<file path="config.mk">
export PLATFORM = sky130hd
export DESIGN_NAME = seq_divider
export DESIGN_NICKNAME = d
export VERILOG_FILES = /design/src/rtl/seq_divider.sv
export SDC_FILE = /design/constraint.sdc
export NUM_CORES = 1
export LEC_CHECK = 0
export CORE_MARGIN = 2
export CORE_UTILIZATION = 48
export CTS_BUF_LIST = sky130_fd_sc_hd__clkbuf_8
export DETAILED_ROUTE_END_ITERATION = 16
export PLACE_DENSITY_LB_ADDON = 0.08
export SLEW_MARGIN = 20
export SYNTH_ARGS = -nofsm -noshare
export SYNTH_HDL_FRONTEND = slang
export SYNTH_SLANG_ARGS = --single-unit
</file>
<file path="constraint.sdc">
create_clock -name clk -period 6 [get_ports clk]
set_clock_uncertainty 0.15 [all_clocks]
set_input_delay 1.2 -clock clk [delete_from_list [all_inputs] [get_ports clk]]
set_output_delay 1.2 -clock clk [all_outputs]
set_load 0.005 [all_outputs]
</file>
<file path="src/rtl/seq_divider.sv">
// Iterative unsigned restoring divider, one quotient bit per clock.
// Valid/ready on both sides; result held until the consumer takes it.
module seq_divider #(
  parameter int BITWIDTH = 8
) (
  input  logic                clk,
  input  logic                rst_n,
  input  logic                in_valid,
  output logic                in_ready,
  input  logic [BITWIDTH-1:0] dividend,
  input  logic [BITWIDTH-1:0] divisor,
  output logic                out_valid,
  input  logic                out_ready,
  output logic [BITWIDTH-1:0] quotient,
  output logic [BITWIDTH-1:0] remainder,
  output logic                div_by_zero
);

  localparam int W  = BITWIDTH;
  localparam int CW = $clog2(W);

  typedef enum logic [1:0] {
    IDLE,
    RUN,
    DONE
  } state_t;

  state_t state;
  state_t state_nx;

  logic [W-1:0]  dvd;
  logic [W-1:0]  dsr;
  logic [CW-1:0] cnt;
  logic          last;
  logic [W-1:0]  acc;
  logic [W:0]    trial;
  logic          qbit;

  assign last = (cnt == CW'(W - 1));

  // One restoring step; the first step starts from a zero partial
  // remainder so the visible remainder is untouched until RUN.
  always_comb begin
    acc   = (cnt == '0) ? '0 : remainder;
    trial = {acc, dvd[W-1]};
    qbit  = (trial >= {1'b0, dsr});
  end

  // State register.
  always_ff @(posedge clk or negedge rst_n) begin
    if (!rst_n) state <= IDLE;
    else        state <= state_nx;
  end

  // Next-state and handshake outputs.
  always_comb begin
    state_nx  = state;
    in_ready  = 1'b0;
    out_valid = 1'b0;
    case (state)
      IDLE: begin
        in_ready = 1'b1;
        if (in_valid) state_nx = RUN;
      end
      RUN: begin
        if (last) state_nx = DONE;
      end
      DONE: begin
        out_valid = 1'b1;
        if (out_ready) state_nx = IDLE;
      end
      default: state_nx = IDLE;
    endcase
  end

  // Operand capture and the shift/subtract datapath.
  always_ff @(posedge clk or negedge rst_n) begin
    if (!rst_n) begin
      dvd         <= '0;
      dsr         <= '0;
      cnt         <= '0;
      quotient    <= '0;
      remainder   <= '0;
      div_by_zero <= 1'b0;
    end else begin
      case (state)
        IDLE: begin
          if (in_valid) begin
            dvd         <= dividend;
            dsr         <= divisor;
            cnt         <= '0;
            div_by_zero <= (divisor == '0);
          end
        end
        RUN: begin
          dvd      <= {dvd[W-2:0], 1'b0};
          quotient <= {quotient[W-2:0], qbit};
          if (qbit) remainder <= W'(trial - {1'b0, dsr});
          else      remainder <= trial[W-1:0];
          if (!last) cnt <= cnt + 1'b1;
        end
        default: ;
      endcase
    end
  end

endmodule

</file>
# Yosys cells after proc, flatten, opt, wreduce, memory -nomap -nowiden
# Index checks and enable logic that the tools add are counted.
[op_classes]
n_mux = 13
n_reduce_logical = 8
addsub = 2
eq_ne = 7
n_lt_le_gt_ge = 1
[op_table]
columns = ["op", "n"]
rows = [
  ["$mux 8", 3],
  ["$pmux 8 s2", 1],
  ["$ge 9x8->1", 1],
  ["$logic_not 8->1", 1],
  ["$ne 2x2->1 const B", 4],
  ["$sub 8x8->8", 1],
  ["$mux 2", 3],
  ["$mux 3", 2],
  ["$pmux 2 s3", 1],
  ["$pmux 3 s2", 1],
  ["$reduce_and 3->1", 2],
  ["$reduce_and 2->1", 2],
  ["$add 3x1->3 const B", 1],
  ["$eq 3x3->1 const B", 1],
  ["$logic_not 3->1", 1],
  ["$eq 2x1->1 const B", 1],
  ["$eq 2x2->1 const B", 1],
  ["$logic_not 2->1", 1],
  ["$mux 1", 2],
  ["$reduce_bool 2->1", 1],
]
[totals]
out_inout_bits = 19
regBits = 38
wordCells = 38

# Longest topological paths before layout
[logic_depth]
word_depth = 4
mapped_depth = 12

# Worst setup path after synthesis
# No wires, ideal clock.
[synth_timing]
path_kind = "register to register"
from = "register cnt[0]"
to = "register remainder[0]"
arrival_ns = 2.299
stages_incl_launch_ff = 13
period_less_slack_ns = 2.575
slack_ns = 3.425
path_cell_list = "dfrtp_1 > inv_1 > ha_1 > nand2b_1 > nand2_1 > inv_1 > ha_1 > a21oi_2 > nand2_1 > a221o_1 > or2_0 > buf_2 > a221o_1"
[synth_between]
elab_chain_len = 4
[synth_lines]
columns = ["item", "line", "text"]
rows = [
  ["start: declaration", "33", "logic [CW-1:0] cnt;"],
  ["start signal: assignment", "100", "if (!last) cnt <= cnt + 1'b1;"],
  ["$logic_not 3->1", "44", "acc = (cnt == '0) ? '0 : remainder;"],
  ["$mux 8", "44", ""],
  ["$ge 9x8->1", "46", "qbit = (trial >= {1'b0, dsr});"],
  ["$mux 8", "98", "if (qbit) remainder <= W'(trial - {1'b0, dsr});"],
  ["end signal: assignment", "98", ""],
  ["end signal: assignment", "99", "else remainder <= trial[W-1:0];"],
  ["end: declaration", "15", "output logic [BITWIDTH-1:0] remainder,"],
]
# No other way between the ends.
# A chain may end at the register's enable or synchronous reset.

# Worst setup path after layout
[layout_timing]
from = "register cnt[0]"
to = "register quotient[0]"
[layout_between]
elab_chain_len = 3
[layout_lines]
columns = ["item", "line", "text"]
rows = [
  ["$logic_not 3->1", "44", ""],
  ["$mux 8", "44", ""],
  ["$ge 9x8->1", "46", ""],
  ["end signal: assignment", "97", "quotient <= {quotient[W-2:0], qbit};"],
  ["end: declaration", "14", "output logic [BITWIDTH-1:0] quotient,"],
]
# No other way between the ends.

==> qor.yml <==
sta:
  setup_violations: 0
  slew_headroom: 0.427
  hold_viol: 0
  rsz0062_at_grt: "no"
  period_needed_ns: 3.17
  fmaxAchievable_ghz: 0.315
  setup_tns_ns: 0
  post-route-period-util: 0.528
  worst_slew_pin_slew_ns: 0.859
  slew_viol_final: 0
clocking:
  root_buffer: "clkbuf_8"
  cts_resized: 0
  cts_buffer_depth: 2
  clk_latency_ns: 0.30
  cts.reportedPaths.clkPinSlew_ns: 0.08
  numCtsBuffers: 5
  cts_setup_buffers: 0
  cts_tree: "built"
  clock-sinks: 38
  cts_hold_buf: 0
  h-tree-depth: 2
cells_and_area:
  layout_commonest_cell: "nand2_1"
  final_cell_mix: "nand2_1, dfrtp_1, clkdlybuf4s50_1"
  finalNonFillerCells: 321
  fin_area_um2: 2610
  antennaDiodeCount: 0
  fillCellCount: 371
  fin_nets: 302
  drive_gt1_frac: 0.0590
  area_growth_pct: 24.7
  final_util: 0.637
job:
  drv_cap: 0
synth:
  synth-seq-cells: 38
  ys_seq_area_frac: 0.455
  syn_nets: 268
  synth-async-reset-ratio: 1.00
  synth-edff-count: 0
  yosysUniqueCellTypes: 41
  synth_cells: 236
  synth_top_flop_cell: "dfrtp_1"
  ys_warn_count: 0
  syn_area_um2: 2090
  netlist.area_leader.share: 0.455
  avgSynthCellArea_um2: 8.85
  yosysTopAreaCell: "dfrtp_1"
  synthTopCellsByArea: "dfrtp_1, nand2_1, ha_1"
power:
  ir_drop_mv: 0.375
  p_per_area_nw_per_um2: 668
  leakage_nw: 1.20
  power_mw: 1.74
setup_path:
  r2r_start: "cnt[0]"
  startpoint: "cnt[0]"
  critical_path.endpoint: "quotient[0]"
  r2r_cells: 10
  crit_type: "register to register"
  cp_data_arrival_time_ns: 3.26
  rrSetupSlack_ns: 2.83
  crit_path_start_kind: "register"
  reg2reg_to: "quotient[0]"
  path_max_fanout: 11
  crit_path_end_kind: "register"
  cp.required_ns: 6.09
grt:
  grt_pass1_wl_mm: 7.91
  grt_start_max_net_pins: 39
  grt_usage: 0.202
  gr-total-overflow: 0
  antenna_found_initial: 0
  grt_pass1_vias: 1735
route:
  routedWlPerCell_um: 14.3
  via_count: 1767
  ant_nets: 0
  drt-total-wl_mm: 4.60
  drtIter0Drc: 151
  drtPass1Iterations: 4
  viasPerCell: 5.50
  drc: 0
place:
  dpl-instance-area_um2: 2490
  port_buffers: 38
  gp_congestion: 0.804
  placedCellCount: 313
  hpwlAfterDp_mm: 3.24
floorplanning:
  io_pins: 39
  die_w_um: 70.0
  floorplan.rows: 23
  dieArea_um2: 4900
  fp.dieH_um: 70.0
  core-area_um2: 4090
  initial_core_util: 0.511
worst_hold_path:
  whs_path_depth: 2
  hold_path.class: "register to register"
outcome:
  status: "finished, final reports clean"
[worst min path at each step]
stage | endpoint | from
after global placement | div_by_zero | div_by_zero
after detailed placement | div_by_zero | div_by_zero
after CTS | div_by_zero | div_by_zero
final | div_by_zero | div_by_zero
after global routing | dvd[5] | dvd[5]
after floorplan | dvd[1] | dvd[1]
[synth_stat cells, types with 4 or more instances]
library cell / count
a22oi_1: 6
clkbuf_1: 9
nand2_1: 62
and2_1: 7
nor2_1: 11
inv_1: 16
ha_1: 11
o21ai_0: 14
a221o_1: 5
dfrtp_1: 38
o31ai_1: 4
nor3_1: 6
nor2b_1: 6
[stage by stage]
stage | setup WS (ns) | hold WS, ns
6_report | 2.83 | 0.328
5_1_grt | 2.61 | 0.365
4_1_cts | 2.89 | 0.333
3_5_place_dp | 2.83 | 0.313
3_3_place_gp | 2.87 | 0.309
2_1_floorplan | 3.42 | 0.297
[cell families (layout without fill, tap and decap cells)]
family | Yosys count | after routing | share of synthesized area
and+or+nand+nor | 103 | 103 | 0.218
muxes | 4 | 4 | 0.0204
buffers and inverters | 28 | 63 | 0.0509
AOI/OAI and AO/OA | 49 | 49 | 0.172
adders and majority gates | 12 | 12 | 0.0754
DFF | 38 | 38 | 0.455
xor gates and xnor gates | 2 | 2 | 0.00838
[power breakdown]
| group | switching, mW | total, mW | internal (mW) |
|---|---|---|---|
| Clock | 0.101 | 0.225 | 0.124 |
| Sequential | 0.0713 | 0.452 | 0.381 |
| Combinational | 0.568 | 1.06 | 0.496 |
| Total | 0.741 | 1.74 | 1.00 |
[worst max-delay path, cell delays in order, from the launching register on]
cell and delay [ns]:
dfrtp_1 0.41, inv_1 0.07, ha_1 0.13, nand2b_1 0.15, and2_1 0.25, ha_1 0.30, nor2b_1 0.21, o31ai_1 0.12
a21oi_1 0.66, or2_0 0.44, mux2_2 0.23
[metal layers]
| metal | track usage | vias up | routed length [um] |
|---|---|---|---|
| met5 | 0 | - | 0 |
| met4 | 0.0577 | 0 | 60 |
| met3 | 0.0462 | 7 | 162 |
| met2 | 0.326 | 29 | 2120 |
| met1 | 0.272 | 848 | 2260 |
| li1 | - | 883 | - |
[layout make-up]
class	instances	area [um2]	area share
Clock inverter	3	45.0	0.0173
Inverter	16	60.1	0.0231
Clock buffer	5	68.8	0.0264
Multi-Input combinational cell	170	1030	0.397
Timing Repair Buffer	39	383	0.147
Sequential cell	38	951	0.365
Tap cell	50	62.6	0.0240
[sequential cells by signal, indices dropped and copies added (netlist names)]
name / cells
state: 2
remainder: 8
cnt: 3
dsr: 8
div_by_zero: 1
quotient: 8
dvd: 8
Power figures use the tool's default switching activity.
